File: config.mk
export PLATFORM = sky130hd
export DESIGN_NAME = bram_boot_loader
export DESIGN_NICKNAME = d
export VERILOG_FILES = /design/src/rtl/bram_boot_loader.sv
export SDC_FILE = /design/constraint.sdc
export NUM_CORES = 1
export LEC_CHECK = 0
export CORE_MARGIN = 2
export CORE_UTILIZATION = 38
export CTS_BUF_LIST = sky130_fd_sc_hd__clkbuf_4 sky130_fd_sc_hd__clkbuf_8
export CTS_CLUSTER_SIZE = 24
export DETAILED_ROUTE_END_ITERATION = 6
export GPL_TIMING_DRIVEN = 0
export HOLD_SLACK_MARGIN = 0.12
export PLACE_DENSITY = 0.57
export SYNTH_ARGS = -nofsm -noshare
export SYNTH_HDL_FRONTEND = slang
export SYNTH_SLANG_ARGS = --single-unit
File: constraint.sdc
create_clock -name clk -period 2.6 [get_ports clk]
set_input_delay 0.39 -clock clk [delete_from_list [all_inputs] [get_ports clk]]
set_output_delay 0.39 -clock clk [all_outputs]
set_load 0.005 [all_outputs]
File: src/rtl/bram_boot_loader.sv
// Byte-stream boot loader for the rv32i core: parses framed load commands,
// writes instruction/data BRAM words, and releases the CPU on the run command.
//
// Ports:
//   clk, rst            clock, async active-low reset
//   s_dat/s_valid/      incoming byte stream (valid/ready handshake)
//   s_ready
//   i_w_addr/dat/enb    instruction BRAM write port
//   d_w_addr/dat/enb    data BRAM write port
//   pc_stall            holds the PC until the run command
//   d_bram_init_done    hands data BRAM write muxing to the core
//   busy, error         section load in progress / sticky protocol error
module bram_boot_loader #(
    parameter int DATA_WIDTH = 32,
    parameter int ADDR_WIDTH = 10,
    parameter int MAX_WORDS  = 256
) (
    input  logic                  clk,
    input  logic                  rst,
    input  logic [7:0]            s_dat,
    input  logic                  s_valid,
    output logic                  s_ready,
    output logic [ADDR_WIDTH-1:0] i_w_addr,
    output logic [DATA_WIDTH-1:0] i_w_dat,
    output logic                  i_w_enb,
    output logic [ADDR_WIDTH-1:0] d_w_addr,
    output logic [DATA_WIDTH-1:0] d_w_dat,
    output logic                  d_w_enb,
    output logic                  pc_stall,
    output logic                  d_bram_init_done,
    output logic                  busy,
    output logic                  error
);

    localparam int BYTES = DATA_WIDTH / 8;
    localparam int BW    = $clog2(BYTES);

    typedef enum logic [2:0] {
        IDLE, CNT_LO, CNT_HI, DATA, WRITE, RUN, ERR
    } state_t;

    state_t                  state;
    logic                    sel_d;
    logic [15:0]             cnt;
    logic [15:0]             widx;
    logic [BW-1:0]           bidx;
    logic [DATA_WIDTH-1:0]   asm_w;

    logic                    xfer;
    logic [15:0]             cnt_nxt;
    logic [DATA_WIDTH-1:0]   word_nxt;
    logic [ADDR_WIDTH-1:0]   addr_nxt;

    assign s_ready = rst && (state == IDLE || state == CNT_LO ||
                             state == CNT_HI || state == DATA);
    assign xfer     = s_valid && s_ready;
    assign cnt_nxt  = {s_dat, cnt[7:0]};
    // Bytes shift in from the top so the first byte ends in [7:0].
    assign word_nxt = {s_dat, asm_w[DATA_WIDTH-1:8]};
    assign addr_nxt = ADDR_WIDTH'({widx, 2'b00});

    always_ff @(posedge clk or negedge rst) begin
        if (!rst) begin
            state            <= IDLE;
            sel_d            <= 1'b0;
            cnt              <= '0;
            widx             <= '0;
            bidx             <= '0;
            asm_w            <= '0;
            i_w_addr         <= '0;
            i_w_dat          <= '0;
            i_w_enb          <= 1'b0;
            d_w_addr         <= '0;
            d_w_dat          <= '0;
            d_w_enb          <= 1'b0;
            pc_stall         <= 1'b1;
            d_bram_init_done <= 1'b0;
            busy             <= 1'b0;
            error            <= 1'b0;
        end else begin
            i_w_enb <= 1'b0;
            d_w_enb <= 1'b0;
            unique case (state)
                IDLE: if (xfer) begin
                    case (s_dat)
                        8'hA5, 8'h5A: begin
                            sel_d <= (s_dat == 8'h5A);
                            widx  <= '0;
                            busy  <= 1'b1;
                            state <= CNT_LO;
                        end
                        8'hFF: begin
                            pc_stall         <= 1'b0;
                            d_bram_init_done <= 1'b1;
                            state            <= RUN;
                        end
                        default: begin
                            error <= 1'b1;
                            state <= ERR;
                        end
                    endcase
                end
                CNT_LO: if (xfer) begin
                    cnt[7:0] <= s_dat;
                    state    <= CNT_HI;
                end
                CNT_HI: if (xfer) begin
                    cnt[15:8] <= s_dat;
                    if (cnt_nxt == 16'd0) begin
                        busy  <= 1'b0;
                        state <= IDLE;
                    end else if (cnt_nxt > 16'(MAX_WORDS)) begin
                        busy  <= 1'b0;
                        error <= 1'b1;
                        state <= ERR;
                    end else begin
                        bidx  <= '0;
                        state <= DATA;
                    end
                end
                DATA: if (xfer) begin
                    asm_w <= word_nxt;
                    bidx  <= bidx + 1'b1;
                    if (bidx == BW'(BYTES - 1)) begin
                        // Enables/addr/data register here so they are
                        // valid exactly during the WRITE cycle.
                        if (sel_d) begin
                            d_w_enb  <= 1'b1;
                            d_w_addr <= addr_nxt;
                            d_w_dat  <= word_nxt;
                        end else begin
                            i_w_enb  <= 1'b1;
                            i_w_addr <= addr_nxt;
                            i_w_dat  <= word_nxt;
                        end
                        state <= WRITE;
                    end
                end
                WRITE: begin
                    widx <= widx + 16'd1;
                    bidx <= '0;
                    if (widx + 16'd1 == cnt) begin
                        busy  <= 1'b0;
                        state <= IDLE;
                    end else begin
                        state <= DATA;
                    end
                end
                RUN: state <= RUN;
                ERR: state <= ERR;
                default: state <= ERR;
            endcase
        end
    end

endmodule

# --- Yosys cells after proc, flatten, opt, wreduce, memory -nomap -nowiden ---
# Index checks and enable logic that the tools add are counted.
op_classes:
  add_sub_neg: 2
  magnitude_cmp: 1
  eq_ne: 22
  n_mux: 39
  bitwise: 1
  n_reduce_logical: 25
op_table:
  columns: ["op", "n"]
  rows:
  - ["$mux W16", 2]
  - ["$pmux W16 S2", 1]
  - ["$mux W3", 7]
  - ["$mux W1", 19]
  - ["$pmux W3 S6", 1]
  - ["$add A16 B1 Y16 const B", 1]
  - ["$eq A16 B16 Y1", 1]
  - ["$eq A8 B8 Y1 const B", 2]
  - ["$gt A16 B9 Y1 const B", 1]
  - ["$logic_not A16 Y1", 1]
  - ["$ne A2 B2 Y1 const B", 8]
  - ["$reduce_and A6 Y1", 2]
  - ["$mux W2", 5]
  - ["$reduce_and A5 Y1", 2]
  - ["$reduce_and A3 Y1", 3]
  - ["$eq A8 B7 Y1 const B", 1]
  - ["$reduce_and A4 Y1", 2]
  - ["$eq A3 B2 Y1 const B", 2]
  - ["$eq A3 B3 Y1 const B", 2]
  - ["$ne A2 B1 Y1 const B", 3]
  - ["$pmux W2 S3", 1]
  - ["$pmux W3 S2", 1]
  - ["$reduce_and A2 Y1", 3]
  - ["$reduce_bool A3 Y1", 2]
  - ["13 further kinds", 17]
totals:
  reg_bits: 156
  input_bits: 11
  output_inout_bits: 91
  word_cells: 107

# --- Logic depth before layout (Yosys ltp) ---
# Gate-level depths: netlist (run 1).
logic_depth:
  word_depth: 8
  depth_mapped: 8
  mapped_depth_nobuf: 7

# --- Worst setup path before layout (run 1) ---
# Ideal clock, no wire load.
synth_path:
  path_kind: "reg2reg"
  start: "register widx[0]"
  end: "register state[0]"
  setup_time_ps: 136
  arrival_ps: 1886
  required_ps: 2464
  setup_slack_ps: 578
  stages_incl_launch_ff: 8
  period_less_slack_ps: 2022
  path_cell_list: "dfrtp_1 -> ha_1 -> xor2_1 -> a221oi_2 -> nand4_1 -> a2111oi_4 -> and3_1 -> a41oi_2"
synth_between:
  elab_chain_len: 4
synth_rtl:
  columns: ["item", "line", "source"]
  rows:
  - ["start, declared", "45", "logic [15:0] widx;"]
  - ["start signal, assigned", "140", "widx <= widx + 16'd1;"]
  - ["$add A16 B1 Y16", "142", "if (widx + 16'd1 == cnt) begin"]
  - ["$eq A16 B16 Y1", "142", null]
  - ["$mux W2", "142", null]
  - ["$pmux W3 S6", "83", "unique case (state)"]
  - ["end signal, assigned", "90", "state <= CNT_LO;"]
  - ["end signal, assigned", "144", "state <= IDLE;"]
  - ["end signal, assigned", "146", "state <= DATA;"]
  - ["end, declared", "42", "state_t state;"]
# Every way passes these cells.
# A chain may end at the register's enable or synchronous reset.

# --- Final worst setup path (run 1) ---
layout_path:
  start: "register widx[0]"
  end: "register state[1]"
# The elaborated chain is that of the path after synthesis.

==> impl_metrics.toml, run 1 <==
[placed_design]
portBuffers = 97
dp_hpwl_microns = 10800
place_area_sq_um = 7910
gp_congestion = 0.838
dp_slack_ps = -180

[pwr]
p_per_area_nw_per_um2 = 849
p_sw_mw = 2.43
p_comb_share_pct = 29.3
p_leak_nw = 3.79
p_total_mw = 7.10
switching_share_pct = 34.2
power.share.clock_pct = 26.6
p_int_mw = 4.67
ir_drop_v = 0.000365
p_seq_share_pct = 44.1

[finish]
n_antenna_cell = 0
layout-drive-gt1-share_pct = 32.0
nets = 638
syn2layout_area_growth_pct = 26.4
final_util_pct = 48.7
mostFrequentLayoutCells = "dfrtp_1, mux2_2, clkdlybuf4s50_1"
nFillCells = 1579
layout_commonest_cell = "dfrtp_1"
post-route-cell-area_sq_um = 8360

[outcome]
status = "finished clean"

[timing]
setup_violations = 0
slew_headroom_pct = 56.1
holdWs_ps = 474
setup_slack_ps = 189
drv_slew = 0
finalCriticalPeriod_ps = 2410
hold_violations = 0
fmax_ghz = 0.415
timing.final.crit_share_pct = 92.7
rsz0062_at_grt = "no"
finalClockSkew_ps = 9.77
worst_pin_slew_ps = 655

[clock_tree]
tritoncts = "built"
htreeDepth = 4
clk_latency_ps = 450
cts_setup_buffers = 0
clock_sinks = 148
cts_buffers = 17
cts-root-buf = "clkbuf_8"
clkTransAtPathRegs_ps = 80
cts_max_path_buffers = 2

[yosys]
syn_inst = 503
synth_edf_count = 0
syn-cell-area_sq_um = 6610
async_flop_share_pct = 100
synth-seq-cells = 148
synth-seq-area-share_pct = 56.0
synth_warnings = 0
synth_cell_types = 65
synth_flop_cell = "dfrtp_1"
synth.avg_cell_area_sq_um = 13.1

[global_route]
grt.overflow.total = 0
track_usage_pct = 17.6
grt_pass1_wl_microns = 24700
first_global_vias = 4420
antenna_found_initial = 0
grt_start_max_net_pins = 104

[floorplanning]
initial_utilization_pct = 38.5
rows = 48
die-height_microns = 136
core_sq_um = 17200
io_pins = 102
die_area_sq_um = 18500
die_w_microns = 136

[setup_path]
crit_fanout = 6
reg2regPathDepth = 7
cp.required_ps = 2910
crit_path_end_kind = "register"
crit_type = "reg2reg"
worstPathArrival_ps = 2720
critPathLaunchType = "register"

[routing]
viasPerCell = 5.04
drt-total-wl_microns = 15200
ant_nets = 0
drc_errors = 0
via_count = 4346
routedWlPerCell_microns = 17.7
drtIter0Drc = 200
dr.pass1.iters = 4

[flow_run]
max-cap-violations = 0

[min_path]
holdPathStages = 1
hold_class = "reg2reg"
power groups by stage:
| stage | Clock, mW | Combinational [mW] | Sequential [mW] |
|---|---|---|---|
| after floorplan | 0 | 1.61 | 3.01 |
| after detailed placement | 0 | 2.08 | 3.18 |
| after global placement | 0 | 2.02 | 3.16 |
| after CTS | 1.95 | 2.09 | 3.13 |
| after global routing | 2.06 | 2.31 | 3.20 |
| final | 1.89 | 2.08 | 3.13 |
what timing repair did:
| item | CTS | global route |
|---|---|---|
| endpoints found under the hold margin | 44 | 0 |
| hold buffers | 2 | 0 |
| gates resized for setup | 0 | 1 |
| setup endpoints to repair | 0 | 3 |
through the flow:
step / instances / TNS, ps
after detailed placement: 829 / -1880
after global routing: 863 / 0
after global placement: 828 / -1477090
after CTS: 863 / 0
final: 863 / 0
after floorplan: 506 / 0
per-layer routing:
| layer | routed length (microns) | track usage, % | vias up |
|---|---|---|---|
| met1 | 6600 | 22.9 | 2188 |
| met4 | 203 | 5.32 | 0 |
| met2 | 7580 | 28.3 | 122 |
| li1 | - | - | 2019 |
| met3 | 855 | 5.67 | 17 |
| met5 | 0 | 0 | - |
cells in the mapped netlist, drive strengths merged (9+ instances only):
master	instances	area share, %
nor3	9	0.68
xnor2	20	2.6
o21ai	18	1.4
mux2	118	20
dfrtp	147	56
xor2	10	1.3
nor2	31	2.3
nand2	25	1.5
a21oi	9	0.68
buf	25	2.7
nand3	10	1.1
layout make-up:
class | count | area [sq um] | share of cell area [%]
multi-input combinational | 323 | 2710 | 32.4
timing repair buffer | 100 | 1040 | 12.4
tap | 225 | 282 | 3.37
buffer | 28 | 188 | 2.24
clock buffer | 18 | 241 | 2.89
inverter | 7 | 26.3 | 0.314
sequential | 148 | 3700 | 44.3
clock inverter | 14 | 176 | 2.11
sequential cells by signal (all words and copies together), names as in the netlist:
| name | cells |
|---|---|
| bidx | 2 |
| i_w_enb | 1 |
| state | 3 |
| i_w_dat | 32 |
| pc_stall | 1 |
| d_bram_init_done | 1 |
| d_w_addr | 8 |
| asm_w | 24 |
| sel_d | 1 |
| d_w_enb | 1 |
| cnt | 16 |
| i_w_addr | 8 |
| d_w_dat | 32 |
| busy | 1 |
| error | 1 |
| widx | 16 |
worst max-delay path: stages (launching register included):
cell and delay, ps:
dfrtp_1 510, ha_1 300, nand3_2 160, nor3_1 310
a21boi_0 140, o311ai_1 400, and4_1 350, o211ai_1 110
worst paths after layout:
check / start / to / slack (ps)
hold / removal: error / error / 470
max in group asynchronous: rst / widx[7] / 1620
setup / recovery: widx[0] / state[1] / 190
setup reg to reg: widx[0] / state[1] / 190
hold reg to reg: error / error / 470
min in group asynchronous: rst / pc_stall / 480
cell families after synthesis:
| group | Yosys count | share of synthesized area, % |
|---|---|---|
| AOI/OAI and AO/OA | 50 | 5.54 |
| buffers and inverters | 35 | 3.23 |
| DFF | 148 | 56.0 |
| xor gates and xnor gates | 30 | 3.97 |
| adders and majority gates | 3 | 0.530 |
| and+or+nand+nor | 117 | 10.4 |
| other | 1 | 0.0567 |
| muxes | 119 | 20.2 |
No activity file was read; power rests on OpenSTA's default activity.
==> inputs of run 2 (changes only) <==
--- a/config.mk
+++ b/config.mk
@@ -5,6 +5,7 @@
 export SDC_FILE = /design/constraint.sdc
 export NUM_CORES = 1
 export LEC_CHECK = 0
+export CORE_ASPECT_RATIO = 0.5
 export CORE_MARGIN = 2
 export CORE_UTILIZATION = 38
 export CTS_BUF_LIST = sky130_fd_sc_hd__clkbuf_4 sky130_fd_sc_hd__clkbuf_8
@@ -13,6 +14,7 @@
 export GPL_TIMING_DRIVEN = 0
 export HOLD_SLACK_MARGIN = 0.12
 export PLACE_DENSITY = 0.57
+export SLEW_MARGIN = 25
 export SYNTH_ARGS = -nofsm -noshare
 export SYNTH_HDL_FRONTEND = slang
 export SYNTH_SLANG_ARGS = --single-unit
==> run 2 against run 1 <==
  * The run now ends with hold timing left
  * Via count is 0.35% higher
  * First-iteration DRC count up 23%
  * Worst hold slack got worse by 550 ps
  * Register-to-register slack better by 20 ps
  * Critical endpoint is now state[0]
==> impl_metrics.toml, run 2 (same netlist as run 1, synthesis figures left out) <==
[outcome]
status = "finished with violations"
violations = "hold timing"

[timing]
drv_slew = 0
holdWs_ps = -81.0
finalCriticalPeriod_ps = 2390
worst_pin_slew_ps = 674
rsz0062_at_grt = "no"
fmax_ghz = 0.418
finalClockSkew_ps = 18.3
hold_violations = 78
setup_tns_ps = 0
timing.final.crit_share_pct = 92.0
setup_violations = 0
slew_headroom_pct = 54.9
setup_slack_ps = 209

[finish]
n_antenna_cell = 0
top_regs = "d_w_dat (32), i_w_dat (32), asm_w (24)"
mostFrequentLayoutCells = "dfrtp_1, mux2_2, clkdlybuf4s50_1"
syn2layout_area_growth_pct = 26.8
nets = 639
layout_commonest_cell = "dfrtp_1"
layout-drive-gt1-share_pct = 32.2
nFillCells = 1605

[clock_tree]
clkTransAtPathRegs_ps = 100
cts-root-buf = "clkbuf_8"
cts_max_path_buffers = 2
cts_setup_buffers = 0
clock_sinks = 148
cts_buffers = 17
tritoncts = "built"
cts_hold_buf = 3
htreeDepth = 4
clk_latency_ps = 460

[setup_path]
reg2regPathDepth = 7
crit_fanout = 6
ff2ff_setup_slack_ps = 210
startpoint = "widx[0]"
cpPeakStageDelay_ps = 490
critPathLaunchType = "register"
regToRegStartpoint = "widx[0]"
worstPathArrival_ps = 2720
critical_path.slowest_cell = "dfrtp_1"
rr_endpoint = "state[0]"
crit_type = "reg2reg"
crit_chain = "ha_1, nand3_2, nor3_1, a21boi_0, o311ai_1, and4_1, a41oi_2"
cp.required_ps = 2930
crit_path_end_kind = "register"
cp-endpoint = "state[0]"

[floorplanning]
die_w_microns = 191
die_area_sq_um = 18500
initial_utilization_pct = 38.5
io_pins = 102
rows = 34
core_sq_um = 17200
die-height_microns = 97.3

[routing]
drtIter0Drc = 245
topRoutingLayerUsed = "met4"
drt-total-wl_microns = 15500
wl_met1_microns = 7730
met3_wirelength_microns = 723
drc_errors = 0
viasPerCell = 5.00
dr.pass1.iters = 4
ant_nets = 0
routedWlPerCell_microns = 17.7
via_count = 4361
wl_met2_microns = 6840

[pwr]
p_per_area_nw_per_um2 = 833
p_leak_nw = 3.79
p_total_mw = 6.99
ir_drop_v = 0.000340

[global_route]
antenna_found_initial = 0
track_usage_pct = 17.7
grt_pass1_wl_microns = 24700
first_global_vias = 4232
grt.overflow.total = 0
grt_start_max_net_pins = 81

[min_path]
hold_class = "in2async"

[placed_design]
dp_slack_ps = -507
dp_hpwl_microns = 10500
gp_congestion = 0.834
portBuffers = 97

[flow_run]
max-cap-violations = 0
-- run 2: cell count changes in the layout (fill, tap and decap cells not counted), moves of 2 or more --
cell	delta
inv_6	+5
clkinv_2	-2
bufinv_16	-2
clkinv_4	-2
-- run 2: layout make-up --
type                       instances  area (sq um)  share of cell area (%)
clock inverter                    15           160                    1.91
tap                              234           293                    3.49
inverter                           7          26.3                   0.313
timing repair buffer             101          1070                    12.8
clock buffer                      17           234                    2.79
sequential                       148          3700                    44.2
multi-input combinational        323          2710                    32.3
buffer                            28           188                    2.24
-- run 2: through the flow --
| step | utilization [%] | area, sq um | cells |
|---|---|---|---|
| final | 48.8 | 8390 | 873 |
| after global routing | 48.8 | 8390 | 873 |
| after CTS | 48.8 | 8390 | 873 |
| after detailed placement | 46.1 | 7920 | 838 |
| after global placement | 45.9 | 7890 | 837 |
| after floorplan | - | 6630 | 506 |
-- run 2: what timing repair did --
item                                   4_1_cts  5_1_grt
setup endpoints to repair                    1        4
endpoints found under the hold margin       69       78
resized for setup                            1        2
-- run 2: worst max-delay path: cells and delay by family (launching register included) --
kind / cells / cell delay [ps]
AOI/OAI and AO/OA: 3 / 660
adders and majority gates: 1 / 300
DFF: 1 / 490
and+or+nand+nor: 3 / 830
-- run 2: worst min-delay path by stage --
stage	cells after the start	startpoint	end	slack, ps
2_1_floorplan	0	rst	asm_w[10]	90
3_3_place_gp	1	error	error	460
3_5_place_dp	1	rst	i_w_dat[7]	390
4_1_cts	2	rst	i_w_dat[18]	-80
5_1_grt	2	rst	i_w_dat[18]	-80
6_report	2	rst	i_w_dat[18]	-80
-- run 2: where the power goes --
group	total (mW)	internal, mW	leakage (nW)	switching (mW)
Sequential	3.10	2.71	1.95	0.390
Clock	1.81	0.801	0.200	1.01
Combinational	2.08	0.992	1.64	1.09
Total	6.99	4.50	3.79	2.49
-- run 2: metal layers --
layer	global-route usage [%]	vias to the layer above
li1	-	2027
met1	25.7	2227
met2	25.7	92
met3	4.88	15
met4	5.13	0
met5	0	-
